`config.mk`:
```
export PLATFORM = sky130hd
export DESIGN_NAME = branch_condition_unit_flat
export DESIGN_NICKNAME = d
export VERILOG_FILES = /design/src/rtl/branch_condition_unit_if.sv /design/src/rtl/branch_condition_unit.sv /design/src/flat_wrapper.sv
export SDC_FILE = /design/constraint.sdc
export NUM_CORES = 1
export LEC_CHECK = 0
export ABC_CLOCK_PERIOD_IN_PS = 2600
export CAP_MARGIN = 20
export CORE_MARGIN = 2
export CORE_UTILIZATION = 50
export DETAILED_ROUTE_END_ITERATION = 8
export PLACE_DENSITY = 0.95
export REMOVE_ABC_BUFFERS = 1
export SLEW_MARGIN = 10
export SYNTH_ARGS = -nofsm -noshare
export SYNTH_HDL_FRONTEND = slang
export SYNTH_SLANG_ARGS = --single-unit
```
`constraint.sdc`:
```
create_clock -name clk -period 2.6 [get_ports clk]
set_input_delay 0.52 -clock clk [delete_from_list [all_inputs] [get_ports clk]]
set_output_delay 0.52 -clock clk [all_outputs]
set_load 0.02 [all_outputs]
```
`src/rtl/branch_condition_unit_if.sv`:
```
// ---------------------------------------------------------------------------
// branch_condition_unit_if
// Purpose : bundles the ALU flag stream and the branch request/resolution
//           signals that connect the ALU and fetch logic to the
//           branch_condition_unit.
// Signals :
//   alu_issue, flag_valid, flag_logic   ALU op tracking and flag qualifiers
//   zero/carry/sign/overflow_flag       ALU Z, C, S, V
//   flush                               abort outstanding branch request
//   br_valid, br_ready, br_cond,        branch request handshake
//   br_target
//   res_valid, res_taken, res_target    branch resolution result
//   status                              {Z,C,S,V} status register
//   err                                 pending counter over/underflow pulse
// Modports:
//   master : ALU / fetch side, drives requests and flags
//   slave  : the branch_condition_unit itself
// ---------------------------------------------------------------------------
interface branch_condition_unit_if #(
    parameter int ADDR_WIDTH = 32
);
    logic                  alu_issue;
    logic                  flag_valid;
    logic                  flag_logic;
    logic                  zero_flag;
    logic                  carry_flag;
    logic                  sign_flag;
    logic                  overflow_flag;
    logic                  flush;
    logic                  br_valid;
    logic                  br_ready;
    logic [3:0]            br_cond;
    logic [ADDR_WIDTH-1:0] br_target;
    logic                  res_valid;
    logic                  res_taken;
    logic [ADDR_WIDTH-1:0] res_target;
    logic [3:0]            status;
    logic                  err;

    modport master (
        output alu_issue, flag_valid, flag_logic,
        output zero_flag, carry_flag, sign_flag, overflow_flag,
        output flush, br_valid, br_cond, br_target,
        input  br_ready, res_valid, res_taken, res_target, status, err
    );

    modport slave (
        input  alu_issue, flag_valid, flag_logic,
        input  zero_flag, carry_flag, sign_flag, overflow_flag,
        input  flush, br_valid, br_cond, br_target,
        output br_ready, res_valid, res_taken, res_target, status, err
    );
endinterface

```
`src/rtl/branch_condition_unit.sv`:
```
// ---------------------------------------------------------------------------
// branch_condition_unit
// Purpose : consumer end of the ALU flag interface. Latches Z/C/S/V into a
//           status register, counts flag-producing ALU ops still in flight,
//           and resolves conditional branch requests against the status
//           register once no flag writes are outstanding.
// Ports   :
//   clk      in   system clock, rising edge
//   n_reset  in   synchronous active-low reset
//   bus      slave modport of branch_condition_unit_if (flags, branch
//            request, resolution result, status, err)
// ---------------------------------------------------------------------------
module branch_condition_unit #(
    parameter int ADDR_WIDTH = 32,
    parameter int PEND_WIDTH = 2
) (
    input logic                    clk,
    input logic                    n_reset,
    branch_condition_unit_if.slave bus
);

    typedef enum logic {
        IDLE = 1'b0,
        WAIT = 1'b1
    } state_t;

    localparam logic [PEND_WIDTH-1:0] PEND_MAX = '1;
    localparam logic [PEND_WIDTH-1:0] PEND_ONE = PEND_WIDTH'(1);

    state_t                state_q, state_d;
    logic [PEND_WIDTH-1:0] pend_q, pend_d;
    logic [3:0]            status_q, status_d;
    logic [3:0]            cond_q, cond_d;
    logic [ADDR_WIDTH-1:0] target_q, target_d;
    logic                  res_valid_q, res_valid_d;
    logic                  res_taken_q, res_taken_d;
    logic [ADDR_WIDTH-1:0] res_target_q, res_target_d;
    logic                  err_q, err_d;
    logic                  cond_met;

    logic z_flag, c_flag, s_flag, v_flag;
    assign z_flag = status_q[3];
    assign c_flag = status_q[2];
    assign s_flag = status_q[1];
    assign v_flag = status_q[0];

    // Status register: Z and S always load on a completed op, but logic ops
    // leave C and V undefined at the ALU, so those keep their old value.
    always_comb begin
        status_d = status_q;
        if (bus.flag_valid) begin
            status_d[3] = bus.zero_flag;
            status_d[1] = bus.sign_flag;
            if (!bus.flag_logic) begin
                status_d[2] = bus.carry_flag;
                status_d[0] = bus.overflow_flag;
            end
        end
    end

    // Pending counter saturates at both ends; hitting either end raises a
    // one-cycle err pulse instead of wrapping.
    always_comb begin
        pend_d = pend_q;
        err_d  = 1'b0;
        unique case ({bus.alu_issue, bus.flag_valid})
            2'b10: begin
                if (pend_q == PEND_MAX) begin
                    err_d = 1'b1;
                end else begin
                    pend_d = pend_q + PEND_ONE;
                end
            end
            2'b01: begin
                if (pend_q == '0) begin
                    err_d = 1'b1;
                end else begin
                    pend_d = pend_q - PEND_ONE;
                end
            end
            default: begin
                pend_d = pend_q;
            end
        endcase
    end

    // Condition evaluation always uses the registered status, so a flag
    // write landing on the same edge is seen only by the next evaluation.
    always_comb begin
        cond_met = 1'b0;
        unique case (cond_q)
            4'd0:  cond_met = z_flag;
            4'd1:  cond_met = !z_flag;
            4'd2:  cond_met = c_flag;
            4'd3:  cond_met = !c_flag;
            4'd4:  cond_met = s_flag;
            4'd5:  cond_met = !s_flag;
            4'd6:  cond_met = v_flag;
            4'd7:  cond_met = !v_flag;
            4'd8:  cond_met = !c_flag && !z_flag;
            4'd9:  cond_met = c_flag || z_flag;
            4'd10: cond_met = (s_flag == v_flag);
            4'd11: cond_met = (s_flag != v_flag);
            4'd12: cond_met = !z_flag && (s_flag == v_flag);
            4'd13: cond_met = z_flag || (s_flag != v_flag);
            4'd14: cond_met = 1'b1;
            4'd15: cond_met = 1'b0;
            default: cond_met = 1'b0;
        endcase
    end

    // Request FSM: flush has priority over both acceptance and resolution.
    // res_taken/res_target hold between resolutions.
    always_comb begin
        state_d      = state_q;
        cond_d       = cond_q;
        target_d     = target_q;
        res_valid_d  = 1'b0;
        res_taken_d  = res_taken_q;
        res_target_d = res_target_q;
        if (bus.flush) begin
            state_d = IDLE;
        end else begin
            unique case (state_q)
                IDLE: begin
                    if (bus.br_valid) begin
                        cond_d   = bus.br_cond;
                        target_d = bus.br_target;
                        state_d  = WAIT;
                    end
                end
                WAIT: begin
                    if (pend_q == '0) begin
                        res_valid_d  = 1'b1;
                        res_taken_d  = cond_met;
                        res_target_d = target_q;
                        state_d      = IDLE;
                    end
                end
                default: begin
                    state_d = IDLE;
                end
            endcase
        end
    end

    // All state registers share one synchronous active-low reset.
    always_ff @(posedge clk) begin
        if (!n_reset) begin
            state_q      <= IDLE;
            pend_q       <= '0;
            status_q     <= '0;
            cond_q       <= '0;
            target_q     <= '0;
            res_valid_q  <= 1'b0;
            res_taken_q  <= 1'b0;
            res_target_q <= '0;
            err_q        <= 1'b0;
        end else begin
            state_q      <= state_d;
            pend_q       <= pend_d;
            status_q     <= status_d;
            cond_q       <= cond_d;
            target_q     <= target_d;
            res_valid_q  <= res_valid_d;
            res_taken_q  <= res_taken_d;
            res_target_q <= res_target_d;
            err_q        <= err_d;
        end
    end

    assign bus.br_ready   = (state_q == IDLE);
    assign bus.res_valid  = res_valid_q;
    assign bus.res_taken  = res_taken_q;
    assign bus.res_target = res_target_q;
    assign bus.status     = status_q;
    assign bus.err        = err_q;

endmodule

```
`src/flat_wrapper.sv`:
```
// flat-port wrapper written by rule: the top's interface ports become plain ports
module branch_condition_unit_flat 
#(
    parameter int ADDR_WIDTH = 32,
    parameter int PEND_WIDTH = 2
)
  (clk, n_reset, bus_alu_issue, bus_flag_valid, bus_flag_logic, bus_zero_flag, bus_carry_flag, bus_sign_flag, bus_overflow_flag, bus_flush, bus_br_valid, bus_br_cond, bus_br_target, bus_br_ready, bus_res_valid, bus_res_taken, bus_res_target, bus_status, bus_err);
  branch_condition_unit_if #(.ADDR_WIDTH(ADDR_WIDTH)) bus_i ();
  input logic clk;
  input logic n_reset;
  input wire logic [$bits(bus_i.alu_issue)-1:0] bus_alu_issue;
  input wire logic [$bits(bus_i.flag_valid)-1:0] bus_flag_valid;
  input wire logic [$bits(bus_i.flag_logic)-1:0] bus_flag_logic;
  input wire logic [$bits(bus_i.zero_flag)-1:0] bus_zero_flag;
  input wire logic [$bits(bus_i.carry_flag)-1:0] bus_carry_flag;
  input wire logic [$bits(bus_i.sign_flag)-1:0] bus_sign_flag;
  input wire logic [$bits(bus_i.overflow_flag)-1:0] bus_overflow_flag;
  input wire logic [$bits(bus_i.flush)-1:0] bus_flush;
  input wire logic [$bits(bus_i.br_valid)-1:0] bus_br_valid;
  input wire logic [$bits(bus_i.br_cond)-1:0] bus_br_cond;
  input wire logic [$bits(bus_i.br_target)-1:0] bus_br_target;
  output wire logic [$bits(bus_i.br_ready)-1:0] bus_br_ready;
  output wire logic [$bits(bus_i.res_valid)-1:0] bus_res_valid;
  output wire logic [$bits(bus_i.res_taken)-1:0] bus_res_taken;
  output wire logic [$bits(bus_i.res_target)-1:0] bus_res_target;
  output wire logic [$bits(bus_i.status)-1:0] bus_status;
  output wire logic [$bits(bus_i.err)-1:0] bus_err;
  assign bus_i.alu_issue = bus_alu_issue;
  assign bus_i.flag_valid = bus_flag_valid;
  assign bus_i.flag_logic = bus_flag_logic;
  assign bus_i.zero_flag = bus_zero_flag;
  assign bus_i.carry_flag = bus_carry_flag;
  assign bus_i.sign_flag = bus_sign_flag;
  assign bus_i.overflow_flag = bus_overflow_flag;
  assign bus_i.flush = bus_flush;
  assign bus_i.br_valid = bus_br_valid;
  assign bus_i.br_cond = bus_br_cond;
  assign bus_i.br_target = bus_br_target;
  assign bus_br_ready = bus_i.br_ready;
  assign bus_res_valid = bus_i.res_valid;
  assign bus_res_taken = bus_i.res_taken;
  assign bus_res_target = bus_i.res_target;
  assign bus_status = bus_i.status;
  assign bus_err = bus_i.err;
  branch_condition_unit #(.ADDR_WIDTH(ADDR_WIDTH), .PEND_WIDTH(PEND_WIDTH)) u_core (.clk(clk), .n_reset(n_reset), .bus(bus_i));
endmodule
```
==> results of run 1 <==
[power by group through the flow]
stage,Clock [mW],Combinational (mW),Sequential [mW]
finish,0.967,0.239,1.26
global route,1.04,0.261,1.26
floorplan,0,0.100,1.29
CTS,0.984,0.241,1.26
global placement,0,0.231,1.28
detailed placement,0,0.239,1.29
[logic make-up after synthesis]
kind of cell	share of synthesized area [%]
buffers and inverters	4.12
xor gates and xnor gates	0.910
and+or+nand+nor	23.9
AOI/OAI and AO/OA	15.0
DFF	54.1
muxes	1.08
adders and majority gates	0.866
[state kept, by name, indices dropped and copies added, names as in the netlist]
| register | count |
|---|---|
| u_core.bus.err | 1 |
| u_core.bus.res_taken | 1 |
| u_core.bus.res_target | 32 |
| u_core.bus.res_valid | 1 |
| u_core.bus.status | 4 |
| u_core.cond_q | 4 |
| u_core.pend_q | 2 |
| u_core.state_q | 1 |
| u_core.target_q | 32 |
[metal layers]
layer,global-route usage [%],up-vias
li1,-,1366
met1,25.0,1243
met2,38.6,90
met3,6.45,11
met4,7.63,0
met5,0,-
[placed cells by master, fill, tap and decap left out, types with 2 or more instances in the layout]
cell	n
nand2_1	142
clkdlybuf4s50_1	86
dfxtp_1	78
a21oi_1	73
nor2_1	10
clkbuf_8	10
buf_4	8
o21ai_0	6
nor3_1	5
inv_1	3
nand2b_1	3
nand3_1	3
xnor2_1	3
nand3b_1	2
mux2i_1	2
ha_1	2
clkinv_2	2
bufinv_16	2
clkbuf_1	2
[metrics by stage]
stage,utilization [%],hold WS (ns)
after global placement,68.9,0.436
after global routing,72.7,0.471
after detailed placement,68.9,0.443
after CTS,72.7,0.452
final,72.7,0.452
after floorplan,-,0.432
[worst reg2reg max path: cells and delay by family (launching register included)]
kind	cells	cell delay [ns]
buffers and inverters	1	0.27
AO/OA/AOI/OAI	1	0.17
flip-flops	1	0.53
AND/OR/NAND/NOR	3	0.44
[path summary, 6_finish.rpt]
check,from,endpoint,slack [ns],depth (start not counted)
worst max-delay path,u_core.state_q$_SDFF_PP0_,bus_br_ready,0.65,2
worst min-delay path,u_core.target_q[24]$_SDFFE_PN0P_,u_core.bus.res_target[24]$_SDFFE_PN0P_,0.45,2
worst max register to register,u_core.pend_q[0]$_SDFFE_PN0P_,u_core.bus.res_target[30]$_SDFFE_PN0P_,1.12,5
worst min register to register,u_core.target_q[24]$_SDFFE_PN0P_,u_core.bus.res_target[24]$_SDFFE_PN0P_,0.45,2
[area by class of cell]
class	count	share of cell area, %
flip-flops and latches	78	38.7
multi-input cells	262	30.0
repair buffers	95	23.3
clock buffers	12	3.60
well taps	72	2.24
clock inverters	4	1.74
inverters	4	0.373
==> results.cfg, run 1 <==
[synthesis]
synth_top_area_share_pct = 54.1
synth.area.top_cells = dfxtp_1, nand2_1, a21oi_1
synth_seq_cells = 78
ys.flop_type = dfxtp_1
ys_warn_count = 0
syn_avg_cell_area_sq_um = 7.85
netlist_instances = 368
yosysSeqAreaShare_pct = 54.1
synth-edff-count = 0
ys_async_sr_fraction_pct = 0
yosysTopAreaCell = dfxtp_1
syn_area_sq_mm = 0.00289
synth_cell_types = 27
synth_common_cells = nand2_1, dfxtp_1, a21oi_1, clkbuf_1, buf_2
synth.most_common_cell = nand2_1

[placed_design]
portBuffers = 86
routabilityCongestion = 0.779
placed_cells = 511
hpwl_um = 4830
postPlaceCellArea_sq_mm = 0.00381
place_ws_ns = 0.411

[global_route]
grt_pass1_wl_um = 11000
grt_overflow = 0
grt_antenna_before_repair = 0
track_usage_pct = 21.9
first_global_vias = 2559
grt_max_degree = 42

[timing]
rsz0062_at_grt = no
timing.final.ws_setup_ns = 0.646
period_share_pct = 75.2
slew_viol_final = 0
clock.fmax_ghz = 0.512
final_hold_viol_count = 0
finalCriticalPeriod_ns = 1.95
finClkSkew_ns = 0.00465
worst_pin_slew_ns = 0.617
setup_viol = 0
max_slew_margin_pct = 58.8
fin_setup_tns_ns = 0

[worst_setup_path]
startpoint_type = register
arrival_ns = 1.43
cp_max_fo = 5
crit_type = register to output port
crit_path_cell_trace = inv_1, clkdlybuf4s50_1
required_ns = 2.08
path_buf_inv = 2
path_delay_family = buffers and inverters
critPathMaxStageDelay_ns = 0.63
endpoint_kind = output port
cpMaxStageDelayCell = clkdlybuf4s50_1

[finish]
fin_cells = 527
finalNetCount = 499
areaGrowthSynthToFinish_pct = 39.6
regArea_sq_mm = 0.00156
design_area_sq_mm = 0.00403
multi_input_area_sq_mm = 0.00121
drive_gt1_share_pct = 5.71
nFillCells = 429
diodes = 0

[routing]
drt_pass1_iterations = 4
wl_met3_um = 461
dr_wl_met2_um = 3560
routed-via-count = 2710
ant_nets = 0
routed_wl_um = 6670
drc = 0
viasPerCell = 5.14
maxUsedRoutingLayer = met4
drtIter0Drc = 126
wirelength_met1_um = 2570
wire_per_inst_um = 12.7

[worst_hold_path]
hp-class = register to register

[pwr]
total_power_mw = 2.47
vdd_drop_max_mv = 0.393
leakage_nw = 1.41
power.density_mw_per_mm2 = 612
combPwrFrac_pct = 9.7
clkPwrFrac_pct = 39.2
switching_share_pct = 22.2
p_sw_uw = 547
power.internal_mw = 1.92
seqPwrFrac_pct = 51.1

[floorplan]
die_w_um = 80.0
start_util_pct = 52.1
dieArea_sq_mm = 0.00640
pin_count = 87
rows = 27
core_area_sq_mm = 0.00554
floorplan.die.height_um = 80.0

[run_status]
status = completed

[clock_network]
cts_sinks = 78
postCtsSetupBuffers = 0
cts_resized = 0
clkTransAtPathRegs_ns = 0.07
cts_root_buf = clkbuf_8
clockBufferDepth = 2
htree_levels = 3
hold_buffers = 0
cts_tree = yes
clk_latency_ns = 0.34
cts_buffers = 9

[flow_run]
drv_cap = 0
(Power assumes the default switching activity.)
==> inputs of run 2 (changes only) <==
--- a/config.mk
+++ b/config.mk
@@ -5,12 +5,12 @@
 export SDC_FILE = /design/constraint.sdc
 export NUM_CORES = 1
 export LEC_CHECK = 0
-export ABC_CLOCK_PERIOD_IN_PS = 2600
+export ABC_CLOCK_PERIOD_IN_PS = 1920
 export CAP_MARGIN = 20
 export CORE_MARGIN = 2
-export CORE_UTILIZATION = 50
+export CORE_UTILIZATION = 46
 export DETAILED_ROUTE_END_ITERATION = 8
-export PLACE_DENSITY = 0.95
+export PLACE_DENSITY = 0.91
 export REMOVE_ABC_BUFFERS = 1
 export SLEW_MARGIN = 10
 export SYNTH_ARGS = -nofsm -noshare
==> constraint.sdc (replaced) <==
create_clock -name clk -period 1.92 [get_ports clk]
set_input_delay 0.384 -clock clk [delete_from_list [all_inputs] [get_ports clk]]
set_output_delay 0.384 -clock clk [all_outputs]
set_load 0.02 [all_outputs]
==> results.cfg, run 2 (same netlist as run 1, synthesis figures left out) <==
[run_status]
status = completed

[timing]
period_share_pct = 94.7
rsz0062_at_grt = no
hold_ws_ns = 0.451
slew_viol_final = 0
max_slew_margin_pct = 74.1
final_hold_viol_count = 0
finalCriticalPeriod_ns = 1.82
finClkSkew_ns = 0.00844
setup_viol = 0
fin_setup_tns_ns = 0
clock.fmax_ghz = 0.550
worst_pin_slew_ns = 0.379

[worst_hold_path]
hp-class = register to register
min-delay-start = u_core.target_q[13]$_SDFFE_PN0P_
hold_path_end = u_core.bus.res_target[13]$_SDFFE_PN0P_
worstHoldPathCells = 2

[worst_setup_path]
startpoint_type = register
endpoint_kind = output port
arrival_ns = 1.44
cp_max_fo = 5
path_buf_inv = 2
critPathMaxStageDelay_ns = 0.62
reg2reg_slack_ns = 0.45
crit_path_cell_trace = inv_1, clkdlybuf4s50_1
r2r_start = u_core.cond_q[2]$_SDFFE_PN0P_
path_delay_family = buffers and inverters
reg2reg_to = u_core.bus.res_taken$_SDFFE_PN0P_
required_ns = 1.54
cpMaxStageDelayCell = clkdlybuf4s50_1
crit_type = register to output port
reg2reg_depth = 5

[routing]
wire_per_inst_um = 12.6
viasPerCell = 5.05
drc = 0
routed_wl_um = 6700
drtIter0Drc = 88
drt_pass1_iterations = 4
ant_nets = 0
routed-via-count = 2686

[finish]
mostFrequentLayoutCells = nand2_1, clkdlybuf4s50_1, dfxtp_1
drive_gt1_share_pct = 6.35
finalNetCount = 501
areaGrowthSynthToFinish_pct = 40.9
diodes = 0
layout_commonest_cell = nand2_1
design_area_sq_mm = 0.00407

[floorplan]
start_util_pct = 48.2
pin_count = 87
dieArea_sq_mm = 0.00693
core_area_sq_mm = 0.00599
floorplan.die.height_um = 83.2
rows = 28
die_w_um = 83.2

[clock_network]
postCtsSetupBuffers = 0
cts_tree = yes
hold_buffers = 0
clkTransAtPathRegs_ns = 0.08
cts_resized = 0
cts_buffers = 9
cts_sinks = 78
cts_root_buf = clkbuf_8
clk_latency_ns = 0.34
htree_levels = 3
clockBufferDepth = 2

[placed_design]
hpwl_um = 4720
routabilityCongestion = 0.738
portBuffers = 86
postPlaceCellArea_sq_mm = 0.00387

[global_route]
grt_antenna_before_repair = 0
grt_max_degree = 34
first_global_vias = 2515
track_usage_pct = 19.7
grt_overflow = 0
grt_pass1_wl_um = 11100

[pwr]
vdd_drop_max_mv = 0.625
total_power_mw = 3.25
power.density_mw_per_mm2 = 798
leakage_nw = 1.41

[flow_run]
drv_cap = 0
run 2: worst max path at each step:
stage,startpoint,to,cells after the start
after floorplan,u_core.state_q$_SDFF_PP0_,u_core.bus.res_taken$_SDFFE_PN0P_,5
after global placement,bus_flag_valid,u_core.pend_q[0]$_SDFFE_PN0P_,6
after detailed placement,bus_flag_valid,u_core.pend_q[0]$_SDFFE_PN0P_,6
after CTS,u_core.state_q$_SDFF_PP0_,bus_br_ready,2
after global routing,u_core.bus.status[0]$_SDFFE_PN0P_,bus_status[0],1
final,u_core.state_q$_SDFF_PP0_,bus_br_ready,2
run 2: through the flow:
stage	utilization, %	cells	setup slack [ns]
6_report	67.9	532	0.101
5_1_grt	67.9	532	0.0507
4_1_cts	67.9	532	0.0869
3_5_place_dp	64.6	516	0.0406
3_3_place_gp	64.6	516	0.118
2_1_floorplan	-	344	-0.0755
run 2: worst register-to-register path: stages (launching register included):
cell,delay (ns)
dfxtp_1,0.39
nand2b_1,0.21
nor2b_1,0.14
o22ai_1,0.15
mux2_2,0.35
a31oi_1,0.16
run 2: where the power goes:
part	switching, mW	internal, mW	total, mW
combinational	0.157	0.179	0.335
clock	0.596	0.609	1.21
sequential	0.0395	1.67	1.71
total	0.792	2.45	3.25
run 2: cell type report:
class	count	area, sq um
Clock inverter	6	70.1
Sequential cell	78	1560
Fill cell	462	1920
Inverter	4	15.0
Tap cell	75	93.8
Multi-Input combinational cell	262	1210
Timing Repair Buffer	97	993
Clock buffer	10	128
run 2: routing by layer:
| layer | GRT usage, % | vias to the layer above | part of all wire [%] | wire length [um] |
|---|---|---|---|---|
| met4 | 9.24 | 0 | 1.5 | 103 |
| met2 | 35.2 | 85 | 52 | 3510 |
| met3 | 4.67 | 11 | 4.9 | 328 |
| li1 | - | 1365 | - | - |
| met5 | 0 | - | 0 | 0 |
| met1 | 21.8 | 1225 | 41 | 2760 |
